$ cat src/rtl/lt_pkg.sv
// Shared types and constants for the link-training sequencer: FSM states,
// rate codes, failure codes and the lane-count to lane-mask helper.
package lt_pkg;

   typedef enum logic [3:0] {
      S_IDLE,
      S_CFG,
      S_WAIT,
      S_REQ,
      S_EVAL_CR,
      S_EVAL_EQ,
      S_FALLBACK,
      S_PASS,
      S_FAIL
   } lt_state_e;

   localparam logic [7:0] BW_8G1  = 8'h1E;
   localparam logic [7:0] BW_5G4  = 8'h14;
   localparam logic [7:0] BW_2G7  = 8'h0A;
   localparam logic [7:0] BW_1G62 = 8'h06;

   typedef enum logic [1:0] {
      FC_NONE    = 2'd0,
      FC_CR      = 2'd1,
      FC_EQ      = 2'd2,
      FC_TIMEOUT = 2'd3
   } fail_code_e;

   localparam logic [1:0] TPS_OFF = 2'd0;
   localparam logic [1:0] TPS1    = 2'd1;

   // Lane code 0..3 selects 1/2/4/8 lanes; lanes are always packed from lane 0.
   function automatic logic [7:0] lane_mask(input logic [1:0] lc);
      case (lc)
         2'd0:    lane_mask = 8'h01;
         2'd1:    lane_mask = 8'h03;
         2'd2:    lane_mask = 8'h0F;
         default: lane_mask = 8'hFF;
      endcase
   endfunction

endpackage

$ cat src/rtl/lt_fallback_calc.sv
// Next rate/lane configuration after a failed attempt: step the rate down first,
// then drop one lane-count step and restart from the initial rate.
module lt_fallback_calc
   import lt_pkg::*;
(
   input  logic [7:0] bw,
   input  logic [1:0] lc,
   input  logic [7:0] link_bw,
   output logic [7:0] bw_nxt,
   output logic [1:0] lc_nxt,
   output logic       exhausted
);

   always_comb begin
      bw_nxt    = bw;
      lc_nxt    = lc;
      exhausted = 1'b0;
      if (bw > BW_1G62) begin
         if (bw > BW_5G4)      bw_nxt = BW_5G4;
         else if (bw > BW_2G7) bw_nxt = BW_2G7;
         else                  bw_nxt = BW_1G62;
      end else if (lc != 2'd0) begin
         lc_nxt = lc - 2'd1;
         bw_nxt = link_bw;
      end else begin
         exhausted = 1'b1;
      end
   end

endmodule

$ cat src/rtl/lt_seq_ctrl.sv
// Link-training sequencer: clock recovery then channel equalisation across up to
// MAX_LANES lanes, with rate-then-lane-count fallback and a coded failure result.
module lt_seq_ctrl
   import lt_pkg::*;
#(
   parameter int MAX_LANES   = 4,
   parameter int CR_SAME_MAX = 5,
   parameter int CR_LOOP_MAX = 10,
   parameter int EQ_LOOP_MAX = 6,
   parameter int CR_WAIT_CYC = 10,
   parameter int EQ_WAIT_CYC = 40,
   parameter int STS_TIMEOUT = 255
) (
   input  logic                   clk,
   input  logic                   rst,
   input  logic                   start,
   input  logic                   abort,
   input  logic [7:0]             link_bw,
   input  logic [1:0]             link_lc,
   input  logic [1:0]             eq_tps,
   input  logic [1:0]             max_vtg,
   output logic                   sts_req,
   input  logic                   sts_vld,
   input  logic [MAX_LANES-1:0]   sts_cr_done,
   input  logic [MAX_LANES-1:0]   sts_eq_done,
   input  logic [MAX_LANES-1:0]   sts_sym_lock,
   input  logic                   sts_align,
   input  logic [2*MAX_LANES-1:0] sts_adj_vtg,
   input  logic [2*MAX_LANES-1:0] sts_adj_pre,
   output logic [2*MAX_LANES-1:0] drv_vtg,
   output logic [2*MAX_LANES-1:0] drv_pre,
   output logic [7:0]             drv_bw,
   output logic [1:0]             drv_lc,
   output logic [1:0]             drv_tps,
   output logic                   drv_vld,
   output logic                   busy,
   output logic                   lt_pass,
   output logic                   lt_fail,
   output logic [1:0]             fail_code,
   output lt_state_e              dbg_state
);

   // Status handshake: sts_req is a one-cycle request; the sink answers with a
   // one-cycle sts_vld on any later cycle while REQ waits. sts_vld elsewhere is dropped.

   localparam logic [7:0]  CR_SAME_LIM = 8'(CR_SAME_MAX);
   localparam logic [7:0]  CR_LOOP_LIM = 8'(CR_LOOP_MAX);
   localparam logic [7:0]  EQ_LOOP_LIM = 8'(EQ_LOOP_MAX);
   localparam logic [15:0] CR_WAIT_LIM = 16'(CR_WAIT_CYC);
   localparam logic [15:0] EQ_WAIT_LIM = 16'(EQ_WAIT_CYC);
   localparam logic [15:0] TO_LAST     = 16'(STS_TIMEOUT - 1);
   localparam logic [1:0]  LC_MAX      = (MAX_LANES >= 8) ? 2'd3 :
                                         (MAX_LANES >= 4) ? 2'd2 :
                                         (MAX_LANES >= 2) ? 2'd1 : 2'd0;

   lt_state_e              state;
   logic                   phase_eq;
   logic [7:0]             cfg_bw;
   logic [1:0]             cfg_tps;
   logic [7:0]             cr_cnt, same_cnt, eq_cnt;
   logic [15:0]            wait_cnt, to_cnt;
   logic [MAX_LANES-1:0]   st_cr, st_eq, st_lock;
   logic                   st_align;
   logic [2*MAX_LANES-1:0] st_vtg, st_pre;

   logic [MAX_LANES-1:0]   act;
   logic [2*MAX_LANES-1:0] fld_mask, req_vtg, req_pre;
   logic                   all_cr, eq_ok, hit_max, same_vtg;
   logic [7:0]             same_nxt;
   logic [15:0]            wait_lim;
   logic [7:0]             fb_bw;
   logic [1:0]             fb_lc;
   logic                   fb_exh;

   assign act       = MAX_LANES'(lane_mask(drv_lc));
   assign same_nxt  = same_vtg ? same_cnt + 8'd1 : 8'd0;
   assign wait_lim  = phase_eq ? EQ_WAIT_LIM : CR_WAIT_LIM;
   assign dbg_state = state;

   // Inactive lanes never influence a decision and always drive zero.
   always_comb begin
      all_cr   = &(st_cr | ~act);
      eq_ok    = (&((st_eq & st_lock) | ~act)) & st_align;
      hit_max  = 1'b0;
      same_vtg = 1'b1;
      fld_mask = '0;
      for (int i = 0; i < MAX_LANES; i++) begin
         if (act[i]) begin
            fld_mask[2*i +: 2] = 2'b11;
            if (st_vtg[2*i +: 2] == max_vtg)            hit_max  = 1'b1;
            if (st_vtg[2*i +: 2] != drv_vtg[2*i +: 2])  same_vtg = 1'b0;
         end
      end
      req_vtg = st_vtg & fld_mask;
      req_pre = st_pre & fld_mask;
   end

   lt_fallback_calc u_fallback (
      .bw        (drv_bw),
      .lc        (drv_lc),
      .link_bw   (cfg_bw),
      .bw_nxt    (fb_bw),
      .lc_nxt    (fb_lc),
      .exhausted (fb_exh)
   );

   always_ff @(posedge clk) begin
      if (rst) begin
         state     <= S_IDLE;
         phase_eq  <= 1'b0;
         cfg_bw    <= '0;
         cfg_tps   <= '0;
         cr_cnt    <= '0;
         same_cnt  <= '0;
         eq_cnt    <= '0;
         wait_cnt  <= '0;
         to_cnt    <= '0;
         st_cr     <= '0;
         st_eq     <= '0;
         st_lock   <= '0;
         st_align  <= 1'b0;
         st_vtg    <= '0;
         st_pre    <= '0;
         sts_req   <= 1'b0;
         drv_vtg   <= '0;
         drv_pre   <= '0;
         drv_bw    <= 8'h00;
         drv_lc    <= 2'd0;
         drv_tps   <= TPS_OFF;
         drv_vld   <= 1'b0;
         busy      <= 1'b0;
         lt_pass   <= 1'b0;
         lt_fail   <= 1'b0;
         fail_code <= FC_NONE;
      end else begin
         sts_req <= 1'b0;
         drv_vld <= 1'b0;
         lt_pass <= 1'b0;
         lt_fail <= 1'b0;
         if (abort && state != S_IDLE) begin
            state   <= S_IDLE;
            busy    <= 1'b0;
            drv_tps <= TPS_OFF;
         end else begin
            case (state)
               S_IDLE: if (start) begin
                  cfg_bw    <= link_bw;
                  cfg_tps   <= eq_tps;
                  drv_bw    <= link_bw;
                  drv_lc    <= (link_lc > LC_MAX) ? LC_MAX : link_lc;
                  fail_code <= FC_NONE;
                  busy      <= 1'b1;
                  state     <= S_CFG;
               end
               S_CFG: begin
                  drv_vtg  <= '0;
                  drv_pre  <= '0;
                  drv_tps  <= TPS1;
                  drv_vld  <= 1'b1;
                  cr_cnt   <= '0;
                  same_cnt <= '0;
                  eq_cnt   <= '0;
                  wait_cnt <= '0;
                  to_cnt   <= '0;
                  phase_eq <= 1'b0;
                  state    <= S_WAIT;
               end
               S_WAIT: if (wait_cnt == wait_lim) begin
                  wait_cnt <= '0;
                  to_cnt   <= '0;
                  sts_req  <= 1'b1;
                  state    <= S_REQ;
               end else begin
                  wait_cnt <= wait_cnt + 16'd1;
               end
               S_REQ: if (sts_vld) begin
                  st_cr    <= sts_cr_done;
                  st_eq    <= sts_eq_done;
                  st_lock  <= sts_sym_lock;
                  st_align <= sts_align;
                  st_vtg   <= sts_adj_vtg;
                  st_pre   <= sts_adj_pre;
                  state    <= phase_eq ? S_EVAL_EQ : S_EVAL_CR;
               end else if (to_cnt == TO_LAST) begin
                  fail_code <= FC_TIMEOUT;
                  state     <= S_FAIL;
               end else begin
                  to_cnt <= to_cnt + 16'd1;
               end
               S_EVAL_CR: if (all_cr) begin
                  drv_tps  <= cfg_tps;
                  drv_vld  <= 1'b1;
                  eq_cnt   <= '0;
                  phase_eq <= 1'b1;
                  state    <= S_WAIT;
               end else if (hit_max || (cr_cnt + 8'd1 == CR_LOOP_LIM)) begin
                  state <= S_FALLBACK;
               end else if (same_nxt == CR_SAME_LIM) begin
                  same_cnt <= same_nxt;
                  state    <= S_FALLBACK;
               end else begin
                  drv_vtg  <= req_vtg;
                  drv_pre  <= req_pre;
                  drv_vld  <= 1'b1;
                  cr_cnt   <= cr_cnt + 8'd1;
                  same_cnt <= same_nxt;
                  state    <= S_WAIT;
               end
               S_EVAL_EQ: if (!all_cr) begin
                  state <= S_FALLBACK;
               end else if (eq_ok) begin
                  state <= S_PASS;
               end else if (eq_cnt + 8'd1 == EQ_LOOP_LIM) begin
                  state <= S_FALLBACK;
               end else begin
                  drv_vtg <= req_vtg;
                  drv_pre <= req_pre;
                  drv_vld <= 1'b1;
                  eq_cnt  <= eq_cnt + 8'd1;
                  state   <= S_WAIT;
               end
               S_FALLBACK: if (fb_exh) begin
                  fail_code <= phase_eq ? FC_EQ : FC_CR;
                  state     <= S_FAIL;
               end else begin
                  drv_bw <= fb_bw;
                  drv_lc <= fb_lc;
                  state  <= S_CFG;
               end
               S_PASS: begin
                  lt_pass <= 1'b1;
                  drv_tps <= TPS_OFF;
                  drv_vld <= 1'b1;
                  busy    <= 1'b0;
                  state   <= S_IDLE;
               end
               S_FAIL: begin
                  lt_fail <= 1'b1;
                  drv_tps <= TPS_OFF;
                  drv_vld <= 1'b1;
                  busy    <= 1'b0;
                  state   <= S_IDLE;
               end
               default: state <= S_IDLE;
            endcase
         end
      end
   end

endmodule

$ cat config.mk
export PLATFORM = sky130hd
export DESIGN_NAME = lt_seq_ctrl
export DESIGN_NICKNAME = d
export VERILOG_FILES = /design/src/rtl/lt_pkg.sv /design/src/rtl/lt_fallback_calc.sv /design/src/rtl/lt_seq_ctrl.sv
export SDC_FILE = /design/constraint.sdc
export NUM_CORES = 1
export LEC_CHECK = 0
export CAP_MARGIN = 20
export CORE_MARGIN = 3
export CORE_UTILIZATION = 55
export DETAILED_ROUTE_END_ITERATION = 10
export GPL_TIMING_DRIVEN = 0
export MAX_ROUTING_LAYER = met4
export PLACE_DENSITY = 0.8
export SLEW_MARGIN = 20
export SYNTH_ARGS = -nofsm -noshare
export SYNTH_HDL_FRONTEND = slang
export SYNTH_SLANG_ARGS = --single-unit
$ cat constraint.sdc
create_clock -name clk -period 2.8 [get_ports clk]
set_clock_uncertainty 0.15 [all_clocks]
set_input_delay 0.42 -clock clk [delete_from_list [all_inputs] [get_ports clk]]
set_output_delay 0.42 -clock clk [all_outputs]
set_load 0.03 [all_outputs]
==> impl_metrics.env, run 1 <==
export IMPL_yosysUniqueCellTypes=65
export IMPL_p_int_uw=4230
export IMPL_worstPathCellList="inv_2 -> ha_2 -> buf_6 -> a31oi_2 -> nor2_2 -> or3_4 -> a311o_1 -> buf_6 -> or4_4 -> a21oi_1"
export IMPL_numCtsBuffers=17
export IMPL_cts_tree="yes"
export IMPL_endpoint_kind="flop"
export IMPL_final_net_count=986
export IMPL_pwr_share_clk_pct=36.8
export IMPL_stdcell_area_um2=8460
export IMPL_grt_pass1_vias=6217
export IMPL_fillCellCount=879
export IMPL_worst_path_most_repeated_cell="buf_6"
export IMPL_leakage_uw=0.00310
export IMPL_p_sw_share_pct=32.7
export IMPL_tightest_slew_ps=598
export IMPL_hold_viol=0
export IMPL_synth_edff_count=0
export IMPL_drcViolationCount=0
export IMPL_yosysMostFrequentCell="nand2_1"
export IMPL_grt_max_degree=17
export IMPL_status="completed"
export IMPL_port_buffers=86
export IMPL_gp_congestion=0.930
export IMPL_grt_first_pass_wirelength_mm=29.5
export IMPL_fp_dieW_um=115
export IMPL_drtAntennaViolNets=0
export IMPL_area_growth_pct=29.3
export IMPL_antenna_found_initial=0
export IMPL_final_setup_worst_slack_ps=34.1
export IMPL_start_kind="flop"
export IMPL_p_comb_share_pct=28.5
export IMPL_yosys_top_cells_count="nand2_1 (156), dfxtp_1 (135), nor2_1 (80)"
export IMPL_die_area_um2=13200
export IMPL_critPathSlowestCell="or3_4"
export IMPL_fp_coreArea_um2=11500
export IMPL_pwr_share_seq_pct=34.7
export IMPL_path_class="reg2reg"
export IMPL_crit_required_ps=3000
export IMPL_drt_iter0_drc=564
export IMPL_slowest_delay_ps=430
export IMPL_ios=87
export IMPL_cts_root_buf="clkbuf_16"
export IMPL_ys_warn_count=0
export IMPL_finalCritPeriodShare_pct=98.8
export IMPL_htreeDepth=4
export IMPL_clock_sinks=135
export IMPL_dpl_cell_area_um2=7580
export IMPL_syn_inst=814
export IMPL_fp_row_count=39
export IMPL_dr_total_vias=6478
export IMPL_routedWlPerCell_um=16.7
export IMPL_drive_gt1_share_pct=11.8
export IMPL_n_antenna_cell=0
export IMPL_setup_viol=0
export IMPL_insertion_delay_ps=420
export IMPL_synth_area_leaders="dfxtp_1 (41%), nand2_1 (9.0%), a21oi_1 (6.0%)"
export IMPL_synth_fp_nets=872
export IMPL_synth_top_cell_area_share_pct=41.3
export IMPL_total_power_uw=6290
export IMPL_drt_first_pass_iters=5
export IMPL_finalMaxSlewViolations=0
export IMPL_synth_avg_cell_area_um2=8.03
export IMPL_drv_cap=0
export IMPL_power_switching_uw=2060
export IMPL_clockBufferDepth=2
export IMPL_gr_usage_all_layers_pct=28.6
export IMPL_hpwl_mm=12.8
export IMPL_path_clk_slew_ps=60
export IMPL_dieHeight_um=115
export IMPL_via_per_inst=5.98
export IMPL_async_flop_share_pct=0
export IMPL_hold_ws_ps=304
export IMPL_hold_path_class="reg2reg"
export IMPL_ys_ff_latch=135
export IMPL_critPathBufInv=3
export IMPL_fmax_mhz=362
export IMPL_cp_arrival_ps=2960
export IMPL_wirelength_mm=18.1
export IMPL_slew_headroom_pct=60.1
export IMPL_synth_seq_area_share_pct=41.3
export IMPL_vdd_ir_drop_worst_mv=0.506
export IMPL_powerDensity_nw_per_um2=743
export IMPL_synth_top_area_cell="dfxtp_1"
export IMPL_grt_remaining_overflow=0
export IMPL_initial_utilization_pct=56.8
export IMPL_dp_slack_ps=-376
export IMPL_utilization_pct=73.4
export IMPL_cp_max_fo=6
export IMPL_cts_hold_buffers=0
export IMPL_cpLargestDelayFamily="simple AND/OR/NAND/NOR gates"
export IMPL_rsz0062_at_grt="true"
export IMPL_netlist_area_um2=6540
export IMPL_finalCriticalPeriod_ps=2770
export IMPL_synth_ff_type="dfxtp_1"
[tightest hold or removal path, cell delays in order (launching register included)]
cell and delay, ps:
dfxtp_1 310, nand2_1 50, mux2i_1 50
[cell usage in the layout, fill, tap and decap left out, types with 9 or more instances in the layout]
cell / Yosys / final
a211oi_1: 9 / 9
o21ai_0: 27 / 25
nand4_1: 15 / 15
a21oi_1: 78 / 73
xor2_1: 37 / 37
nand2_1: 156 / 154
dfxtp_1: 135 / 129
buf_4: 1 / 10
nor3_1: 28 / 25
clkbuf_16: 0 / 17
nand3_1: 18 / 18
mux2i_1: 20 / 20
clkdlybuf4s50_1: 0 / 86
nor2_1: 80 / 76
inv_1: 11 / 9
nand2b_1: 12 / 11
clkbuf_1: 28 / 22
[state kept, by name, summed over array words and instances (netlist names), 2 cells and up]
name	count
drv_pre	8
dbg_state	4
to_cnt	16
st_lock	4
drv_tps	2
cfg_bw	8
wait_cnt	16
drv_lc	2
cfg_tps	2
drv_vtg	8
st_cr	4
fail_code	2
eq_cnt	8
cr_cnt	8
st_vtg	8
st_eq	4
same_cnt	8
drv_bw	8
st_pre	8
[cell families after synthesis]
logic type      Yosys count  share of synthesized area (%)
compound gates          176                           16.9
xor+xnor                 45                           6.03
fa+ha+maj                11                           2.07
buf+inv                  54                           3.56
flops                   135                           41.3
mux                      20                           3.06
simple gates            373                           27.1
[worst paths after layout]
path	from	end	slack [ps]	cells after the start
worst max-delay path	drv_lc[0]	eq_cnt[6]	30	10
worst min-delay path	st_pre[6]	drv_pre[6]	300	2
worst max register to register	drv_lc[0]	eq_cnt[6]	30	10
worst min register to register	st_pre[6]	drv_pre[6]	300	2
[layout make-up]
cell class,instances,area [µm²],share of cell area [%]
well taps,143,179,2.12
inverters,12,45.0,0.533
clock inverters,11,146,1.73
clock buffers,21,470,5.56
multi-input cells,625,3750,44.3
flip-flops and latches,135,2720,32.1
plain buffers,40,210,2.49
repair buffers,97,941,11.1
[repair_timing]
item | in CTS | in global routing
buffers inserted | 4 | 6
cloned | 0 | 1
pin swaps | 3 | 11
endpoints found under the setup margin | 56 | 76
resized for setup | 25 | 38
[stage by stage]
| stage | instances | TNS [ps] |
|---|---|---|
| detailed placement | 1043 | -15350 |
| CTS | 1079 | 0 |
| floorplan | 814 | 0 |
| finish | 1084 | 0 |
| global route | 1084 | -80.8 |
| global placement | 1043 | -9240 |
[per-layer routing]
metal	wire (µm)	up-vias	global-route usage, %
li1	-	3100	-
met1	7890	3063	35.9
met2	8470	266	45.1
met3	1200	49	6.37
met4	507	0	10.6
met5	0	-	-
[power by group through the flow]
stage | Sequential, µW | Combinational, µW | Clock (µW)
6_report | 2180 | 1790 | 2310
3_5_place_dp | 2210 | 1610 | 0
2_1_floorplan | 2330 | 947 | 0
4_1_cts | 2180 | 1690 | 2330
3_3_place_gp | 2210 | 1580 | 0
5_1_grt | 2200 | 1950 | 2420
No activity file was read; power rests on OpenSTA's default activity.
==> inputs of run 2 (changes only) <==
--- a/config.mk
+++ b/config.mk
@@ -8,6 +8,8 @@
 export CAP_MARGIN = 20
 export CORE_MARGIN = 3
 export CORE_UTILIZATION = 55
+export CTS_CLUSTER_DIAMETER = 80
+export CTS_CLUSTER_SIZE = 30
 export DETAILED_ROUTE_END_ITERATION = 10
 export GPL_TIMING_DRIVEN = 0
 export MAX_ROUTING_LAYER = met4
==> results of run 2 <==
Final layout, timing and power as in run 1 (identical DEF).
